===== config.mk =====
export PLATFORM = sky130hd
export DESIGN_NAME = uart_tx_feeder
export DESIGN_NICKNAME = d
export VERILOG_FILES = /design/src/rtl/uart_pkg.sv /design/src/rtl/uart_fifo.sv /design/src/rtl/uart_tx_feeder.sv
export SDC_FILE = /design/constraint.sdc
export NUM_CORES = 1
export LEC_CHECK = 0
export CAP_MARGIN = 10
export CORE_MARGIN = 5
export CORE_UTILIZATION = 61
export CTS_BUF_LIST = sky130_fd_sc_hd__clkbuf_8 sky130_fd_sc_hd__clkbuf_16
export CTS_CLUSTER_DIAMETER = 100
export CTS_CLUSTER_SIZE = 30
export DETAILED_ROUTE_END_ITERATION = 10
export PLACE_DENSITY = 0.84
export SLEW_MARGIN = 0
export SYNTH_ARGS = -nofsm -noshare
export SYNTH_HDL_FRONTEND = slang
export SYNTH_SLANG_ARGS = --single-unit
export TNS_END_PERCENT = 5

===== constraint.sdc =====
create_clock -name clk -period 3.8 [get_ports clk]
set_clock_uncertainty 0.2 [all_clocks]
set_input_delay 0.76 -clock clk [delete_from_list [all_inputs] [get_ports clk]]
set_output_delay 0.76 -clock clk [all_outputs]
set_load 0.02 [all_outputs]

===== src/rtl/uart_pkg.sv =====
// Shared UART definitions: default byte width and feeder FSM encoding.
package uart_pkg;

  localparam int UART_NB_DATA = 8;

  localparam logic [1:0] S_FEED_IDLE  = 2'd0;
  localparam logic [1:0] S_FEED_START = 2'd1;
  localparam logic [1:0] S_FEED_WAIT  = 2'd2;

  typedef enum logic [1:0] {
    FEED_IDLE  = S_FEED_IDLE,
    FEED_START = S_FEED_START,
    FEED_WAIT  = S_FEED_WAIT
  } feed_state_e;

endpackage


===== src/rtl/uart_fifo.sv =====
// Single-clock synchronous FIFO; read data is the current head, combinational.
// Push while full and pop while empty are ignored, so the count can never wrap.
module uart_fifo
  import uart_pkg::*;
#(
  parameter int NB_DATA    = UART_NB_DATA,
  parameter int FIFO_DEPTH = 16,
  parameter int NB_ADDR    = $clog2(FIFO_DEPTH)  // derived; do not override
) (
  input  logic               clk,
  input  logic               rst_n,
  input  logic               push,
  input  logic               pop,
  input  logic [NB_DATA-1:0] wr_data,
  output logic [NB_DATA-1:0] rd_data,
  output logic [NB_ADDR:0]   count,
  output logic               empty,
  output logic               full
);

  localparam logic [NB_ADDR:0] DEPTH_C = (NB_ADDR + 1)'(FIFO_DEPTH);
  localparam logic [NB_ADDR:0] ONE_C   = (NB_ADDR + 1)'(1);
  localparam logic [NB_ADDR-1:0] PTR_ONE_C = NB_ADDR'(1);

  logic [NB_DATA-1:0] mem_r [FIFO_DEPTH];
  logic [NB_ADDR-1:0] wr_ptr_r;
  logic [NB_ADDR-1:0] rd_ptr_r;
  logic [NB_ADDR:0]   count_r;
  logic               push_ok_s;
  logic               pop_ok_s;

  assign empty     = (count_r == {(NB_ADDR + 1){1'b0}});
  assign full      = (count_r == DEPTH_C);
  assign push_ok_s = push && !full;
  assign pop_ok_s  = pop && !empty;
  assign rd_data   = mem_r[rd_ptr_r];
  assign count     = count_r;

  // Storage array: cleared on reset so a discarded transfer leaves no stale bytes.
  always_ff @(posedge clk or negedge rst_n) begin
    if (!rst_n) begin
      for (int i = 0; i < FIFO_DEPTH; i++) begin
        mem_r[i] <= {NB_DATA{1'b0}};
      end
    end else if (push_ok_s) begin
      mem_r[wr_ptr_r] <= wr_data;
    end
  end

  // Pointers wrap naturally (power-of-two depth); count tracks push/pop balance.
  always_ff @(posedge clk or negedge rst_n) begin
    if (!rst_n) begin
      wr_ptr_r <= {NB_ADDR{1'b0}};
      rd_ptr_r <= {NB_ADDR{1'b0}};
      count_r  <= {(NB_ADDR + 1){1'b0}};
    end else begin
      if (push_ok_s) wr_ptr_r <= wr_ptr_r + PTR_ONE_C;
      if (pop_ok_s)  rd_ptr_r <= rd_ptr_r + PTR_ONE_C;
      case ({push_ok_s, pop_ok_s})
        2'b10:   count_r <= count_r + ONE_C;
        2'b01:   count_r <= count_r - ONE_C;
        default: count_r <= count_r;
      endcase
    end
  end

endmodule


===== src/rtl/uart_tx_feeder.sv =====
// Buffers producer bytes and hands them to the UART transmitter one at a time
// through the new_data / tx_done handshake, with sticky overflow/timeout flags.
module uart_tx_feeder
  import uart_pkg::*;
#(
  parameter int NB_DATA       = UART_NB_DATA,
  parameter int FIFO_DEPTH    = 16,
  parameter int NB_ADDR       = $clog2(FIFO_DEPTH),  // derived; do not override
  parameter int START_TIMEOUT = 4096
) (
  input  logic               clk,
  input  logic               i_rst_n,
  input  logic [NB_DATA-1:0] i_wr_data,
  input  logic               i_wr_valid,
  output logic               o_wr_ready,
  output logic [NB_DATA-1:0] o_tx_data,
  output logic               o_tx_new_data,
  input  logic               i_tx_done,
  output logic [NB_ADDR:0]   o_count,
  output logic               o_empty,
  output logic               o_full,
  output logic               o_overflow,
  output logic               o_timeout,
  input  logic               i_clr_flags,
  output logic               o_busy
);

  localparam int NB_TMO = $clog2(START_TIMEOUT) + 1;
  localparam logic [NB_TMO-1:0] TMO_LAST_C = NB_TMO'(START_TIMEOUT - 1);
  localparam logic [NB_TMO-1:0] TMO_ONE_C  = NB_TMO'(1);

  feed_state_e        state_r, state_nx_s;
  logic [NB_DATA-1:0] tx_data_r, tx_data_nx_s;
  logic               new_data_r, new_data_nx_s;
  logic [NB_TMO-1:0]  tmo_cnt_r, tmo_cnt_nx_s;
  logic               overflow_r, overflow_nx_s;
  logic               timeout_r, timeout_nx_s;
  logic               timeout_evt_s;
  logic               push_s;
  logic               pop_s;
  logic               fifo_full_s;
  logic               fifo_empty_s;
  logic [NB_DATA-1:0] fifo_head_s;

  // Ready depends only on the registered full flag, so a same-cycle pop never
  // makes room for a write.
  assign o_wr_ready    = !fifo_full_s;
  assign push_s        = i_wr_valid && !fifo_full_s;
  assign o_empty       = fifo_empty_s;
  assign o_full        = fifo_full_s;
  assign o_busy        = (state_r != FEED_IDLE) || !fifo_empty_s;
  assign o_tx_data     = tx_data_r;
  assign o_tx_new_data = new_data_r;
  assign o_overflow    = overflow_r;
  assign o_timeout     = timeout_r;

  uart_fifo #(
    .NB_DATA    (NB_DATA),
    .FIFO_DEPTH (FIFO_DEPTH)
  ) u_fifo (
    .clk     (clk),
    .rst_n   (i_rst_n),
    .push    (push_s),
    .pop     (pop_s),
    .wr_data (i_wr_data),
    .rd_data (fifo_head_s),
    .count   (o_count),
    .empty   (fifo_empty_s),
    .full    (fifo_full_s)
  );

  // Next-state, handshake, timeout counter and flag update logic.
  always_comb begin
    state_nx_s    = state_r;
    tx_data_nx_s  = tx_data_r;
    new_data_nx_s = new_data_r;
    tmo_cnt_nx_s  = tmo_cnt_r;
    timeout_evt_s = 1'b0;
    pop_s         = 1'b0;
    case (state_r)
      FEED_IDLE: begin
        if (!fifo_empty_s && i_tx_done) begin
          pop_s         = 1'b1;
          tx_data_nx_s  = fifo_head_s;
          new_data_nx_s = 1'b1;
          tmo_cnt_nx_s  = {NB_TMO{1'b0}};
          state_nx_s    = FEED_START;
        end else begin
          new_data_nx_s = 1'b0;
        end
      end
      FEED_START: begin
        if (!i_tx_done) begin
          new_data_nx_s = 1'b0;
          state_nx_s    = FEED_WAIT;
        end else if (tmo_cnt_r == TMO_LAST_C) begin
          // Transmitter never picked the byte up: abandon it.
          new_data_nx_s = 1'b0;
          timeout_evt_s = 1'b1;
          state_nx_s    = FEED_IDLE;
        end else begin
          tmo_cnt_nx_s  = tmo_cnt_r + TMO_ONE_C;
        end
      end
      FEED_WAIT: begin
        if (i_tx_done) begin
          state_nx_s = FEED_IDLE;
        end else begin
          state_nx_s = FEED_WAIT;
        end
      end
      default: begin
        new_data_nx_s = 1'b0;
        state_nx_s    = FEED_IDLE;
      end
    endcase

    // Set events take priority over a simultaneous clear.
    if (i_wr_valid && fifo_full_s) begin
      overflow_nx_s = 1'b1;
    end else if (i_clr_flags) begin
      overflow_nx_s = 1'b0;
    end else begin
      overflow_nx_s = overflow_r;
    end

    if (timeout_evt_s) begin
      timeout_nx_s = 1'b1;
    end else if (i_clr_flags) begin
      timeout_nx_s = 1'b0;
    end else begin
      timeout_nx_s = timeout_r;
    end
  end

  // State, output and flag registers; reset drops new_data at once.
  always_ff @(posedge clk or negedge i_rst_n) begin
    if (!i_rst_n) begin
      state_r    <= FEED_IDLE;
      tx_data_r  <= {NB_DATA{1'b0}};
      new_data_r <= 1'b0;
      tmo_cnt_r  <= {NB_TMO{1'b0}};
      overflow_r <= 1'b0;
      timeout_r  <= 1'b0;
    end else begin
      state_r    <= state_nx_s;
      tx_data_r  <= tx_data_nx_s;
      new_data_r <= new_data_nx_s;
      tmo_cnt_r  <= tmo_cnt_nx_s;
      overflow_r <= overflow_nx_s;
      timeout_r  <= timeout_nx_s;
    end
  end

endmodule


==> metrics.txt, run 1 <==
CP dominant cell by count ha_1; Power Density 851.6 nW/um^2; YS warnings 0; Register Area 4180 sq um; design area 9144 sq um; Post-DRT Antenna Nets 0; top cells by area, synth dfrtp_1 51%, mux2_2 18%, mux4_2 8.8%, nand3_4 2.6%, ha_1 2.1%; crit path kind flop to flop; Cell Area, Placed 8597 sq um; post-synth top area cell dfrtp_1; Distinct cells, synth 55; reg2reg setup slack 0.44 ns; main combinational cell family by area after synthesis multiplexers; flops & latches, synth 167; RSZ-0062 raised after global routing no; Setup WS pre-CTS -0.0008178 ns; Synthesized Nets 592; Crit Path Max Fanout 10; CTS Sinks 167; filler cell count in the final layout 852; clock root buffer clkbuf_16; non-filler instance count after layout 774; height of the die 125.7 um; Synth Area in Adders 2.144%; buffer count from post-CTS setup fixing 0; n_diodes 0; drt pass-1 iters 5; DR iter-0 viols 446; Top FF cell, synth dfrtp_1; CP startpoint kind flop; max capacitance violation total 0; Mapped Cells 565; Worst Hold Class primary input to async pin; largest net degree at the start of global routing 64; Critical Path, Cell by Cell nor4_4 > a21o_1 > inv_2 > ha_1 > xor2_1 > ha_1 > nor4b_1 > mux2i_1 > o211a_1 > a2111oi_0; leakage 3.953 nW; Via density 6.341; clock buffer depth 2; die area 15810 sq um; fin crit period 3.362 ns; compound-cell area share of the yosys netlist 5.667%; RePlAce Congestion 0.7915; post-synthesis mux area share 29.01%; placed insts 743; post-synthesis simple-gate area fraction 7.888%; FP Rows 42; Initial Utilization 61.93%; worst vdd ir 0.4735 mV; hold buffers post-CTS 0; fin worst setup slack 0.4384 ns; area of the multi-input gates 3749 sq um; Area growth syn-to-layout 11.93%; Worst Path Required 3.88 ns; clock-pin slew on the worst setup and hold paths 0.06 ns; vias in the first global route 5402; Die X 125.7 um; Relative slew margins 19.39%; global route overflow 0; CTS tree yes; count of input and output buffers 32; DP HPWL 10990 um; slowest cell delay on critical path 0.51 ns; clk_lat worst skew 0.42 ns; Avg WL per Cell 22.21 um; final wirelength 17190 um; layout cells sized above 1 37.29%; final core utilization 69.32%; outcome finished, final reports clean; Fin. Hold Viols 0; initial antenna violation count 0; vias post-DR 4908; register area share after synthesis 51.16%; Nets 613; fin. max-slew vios 0; H-tree depth 4; global-route wire length before repair 28830 um; Synth Area in XOR/XNOR 1.179%; Inserted Clock Buffers 17; Worst Setup End Kind flop; Avg Cell Area, Syn 14.46 sq um; Crit-path slowest cell dfrtp_1; arrival time worst endpoint 3.45 ns; Post-synth EDFFs 0; Max Freq 297.5 MHz; core area 13190 sq um; worst-margin pin slew 1.199 ns; cts repair resizes 0; DRC 0; Top Ports 33; area share of the largest cell type after synthesis 51.16%; GRT Total Usage 23.40%; fin crit share 88.46%; ys async rst share 100.0%; synthesized area 8169 sq um; Final setup viols 0
## sequential cells by signal, summed over array words and instances, names as in the netlist
register / cells
u_fifo.mem_r: 128
u_fifo.wr_ptr_r: 4
o_tx_new_data: 1
o_overflow: 1
u_fifo.count: 5
state_r: 2
o_tx_data: 8
o_timeout: 1
tmo_cnt_r: 13
u_fifo.rd_ptr_r: 4
## cell type report
cell class | instances | area share, %
Inverter | 11 | 0.4516
Timing Repair Buffer | 40 | 4.447
Multi-Input combinational cell | 349 | 41.00
Clock inverter | 13 | 1.177
Tap cell | 176 | 2.408
Sequential cell | 167 | 45.72
Clock buffer | 18 | 4.803
## power by group
part           total (W)  switching (W)  leakage (nW)  internal [W]
combinational    0.00302        0.00138          1.58       0.00164
clock            0.00160       0.000693         0.281      0.000911
sequential       0.00316       0.000584          2.09       0.00258
## cell families after synthesis
| group | Yosys count |
|---|---|
| buffers and inverters | 49 |
| AOI/OAI and AO/OA | 62 |
| muxes | 180 |
| and+or+nand+nor | 82 |
| adders and majority gates | 14 |
| DFF | 167 |
| xor gates and xnor gates | 11 |
## placed cells by master (no fill, tap or decap), types with 2 or more instances in the layout
cell             synthesis  layout
a21oi_1                  4       4
ha_1                    14      14
dfrtp_1                167     166
mux4_2                  32      32
o21ai_0                 10      10
xnor2_1                  7       7
a22oi_1                  3       3
o31ai_1                 17      17
nor4b_1                  2       2
and4_1                   2       2
clkdlybuf4s50_1          0      31
nor2_1                   8       8
and2_1                   2       2
inv_1                   10      13
a2bb2oi_1                2       2
clkbuf_16                0      17
buf_12                   1       2
nand4_1                  6       6
nand4_4                  2       2
nand4_2                  2       2
inv_6                    0       3
nor2b_1                  4       4
mux2i_1                 17      17
nor4_2                   2       2
clkinv_4                 0       2
xor2_1                   4       4
nand2_1                 24      24
clkinv_2                 0       3
mux2_2                 130     130
nand3_4                 12      12
a31oi_1                  2       2
nand2b_1                 5       5
nor3_1                   2       2
a41oi_1                  2       2
a21o_1                   4       4
buf_4                    2       6
o221ai_1                 8       8
nand3_1                  4       4
## through the flow
step | TNS, ns | power [W] | hold slack [ns]
after global routing | 0 | 0.008249 | 0.1588
final | 0 | 0.007787 | 0.1048
after global placement | 0 | 0.005931 | 0.2799
after detailed placement | -0.0008178 | 0.006161 | 0.2830
after floorplan | 0 | 0.005339 | 0.2547
after CTS | 0 | 0.007817 | 0.1292
## worst max-delay path: cells and delay by family (launching register included)
| kind | cells | cell delay (ns) |
|---|---|---|
| compound gates | 3 | 0.77 |
| simple gates | 2 | 0.75 |
| fa+ha+maj | 2 | 0.57 |
| flops | 1 | 0.51 |
| xor+xnor | 1 | 0.20 |
| mux | 1 | 0.14 |
| buf+inv | 1 | 0.08 |
## synthesized netlist by cell type, types with 3 or more instances
master    count
dfrtp_1     167
mux2_2      130
mux4_2       32
nand2_1      24
mux2i_1      17
o31ai_1      17
clkbuf_1     15
buf_2        14
ha_1         14
nand3_4      12
inv_1        10
o21ai_0      10
nor2_1        8
o221ai_1      8
xnor2_1       7
nand4_1       6
nand2b_1      5
a21o_1        4
a21oi_1       4
nand3_1       4
nor2b_1       4
xor2_1        4
a22oi_1       3
buf_1         3
## routing by layer
layer | share of wire [%] | wire length, um | global-route usage [%]
met5 | 0 | 0 | 0
met4 | 2.7 | 456 | 8.737
met3 | 4.0 | 682 | 5.377
met2 | 53 | 9040 | 40.81
met1 | 41 | 7009 | 28.54
## path summary, 6_finish.rpt
check	startpoint	end	cells after the start
min in group clk	o_timeout	o_timeout	1
max in group asynchronous	i_rst_n	u_fifo.mem_r[10]	2
worst min register to register	o_timeout	o_timeout	1
worst min-delay path	i_rst_n	tmo_cnt_r[5]	1
worst max register to register	u_fifo.count[2]	u_fifo.count[4]	10
worst max-delay path	u_fifo.count[2]	u_fifo.count[4]	10
Power figures use the tool's default switching activity.
==> inputs of run 2 (changes only) <==
ABC_CLOCK_PERIOD_IN_PS = 3800   (was default)
==> results of run 2 <==
No change in the layout: final DEF, timing and power equal those of run 1.
==> inputs of run 3 (changes only) <==
==> constraint.sdc (replaced) <==
create_clock -name clk -period 3.8 [get_ports clk]
set_clock_uncertainty 0.2 [all_clocks]
set_input_delay 0.76 -clock clk [delete_from_list [all_inputs] [get_ports clk]]
set_output_delay 0.76 -clock clk [all_outputs]
set_load 0.005 [all_outputs]
==> results of run 3 <==
The final DEF is identical to that of run 1. Status: finished, final reports clean.
Among the figures that moved: total power 0.007787 W -> 0.007703 W
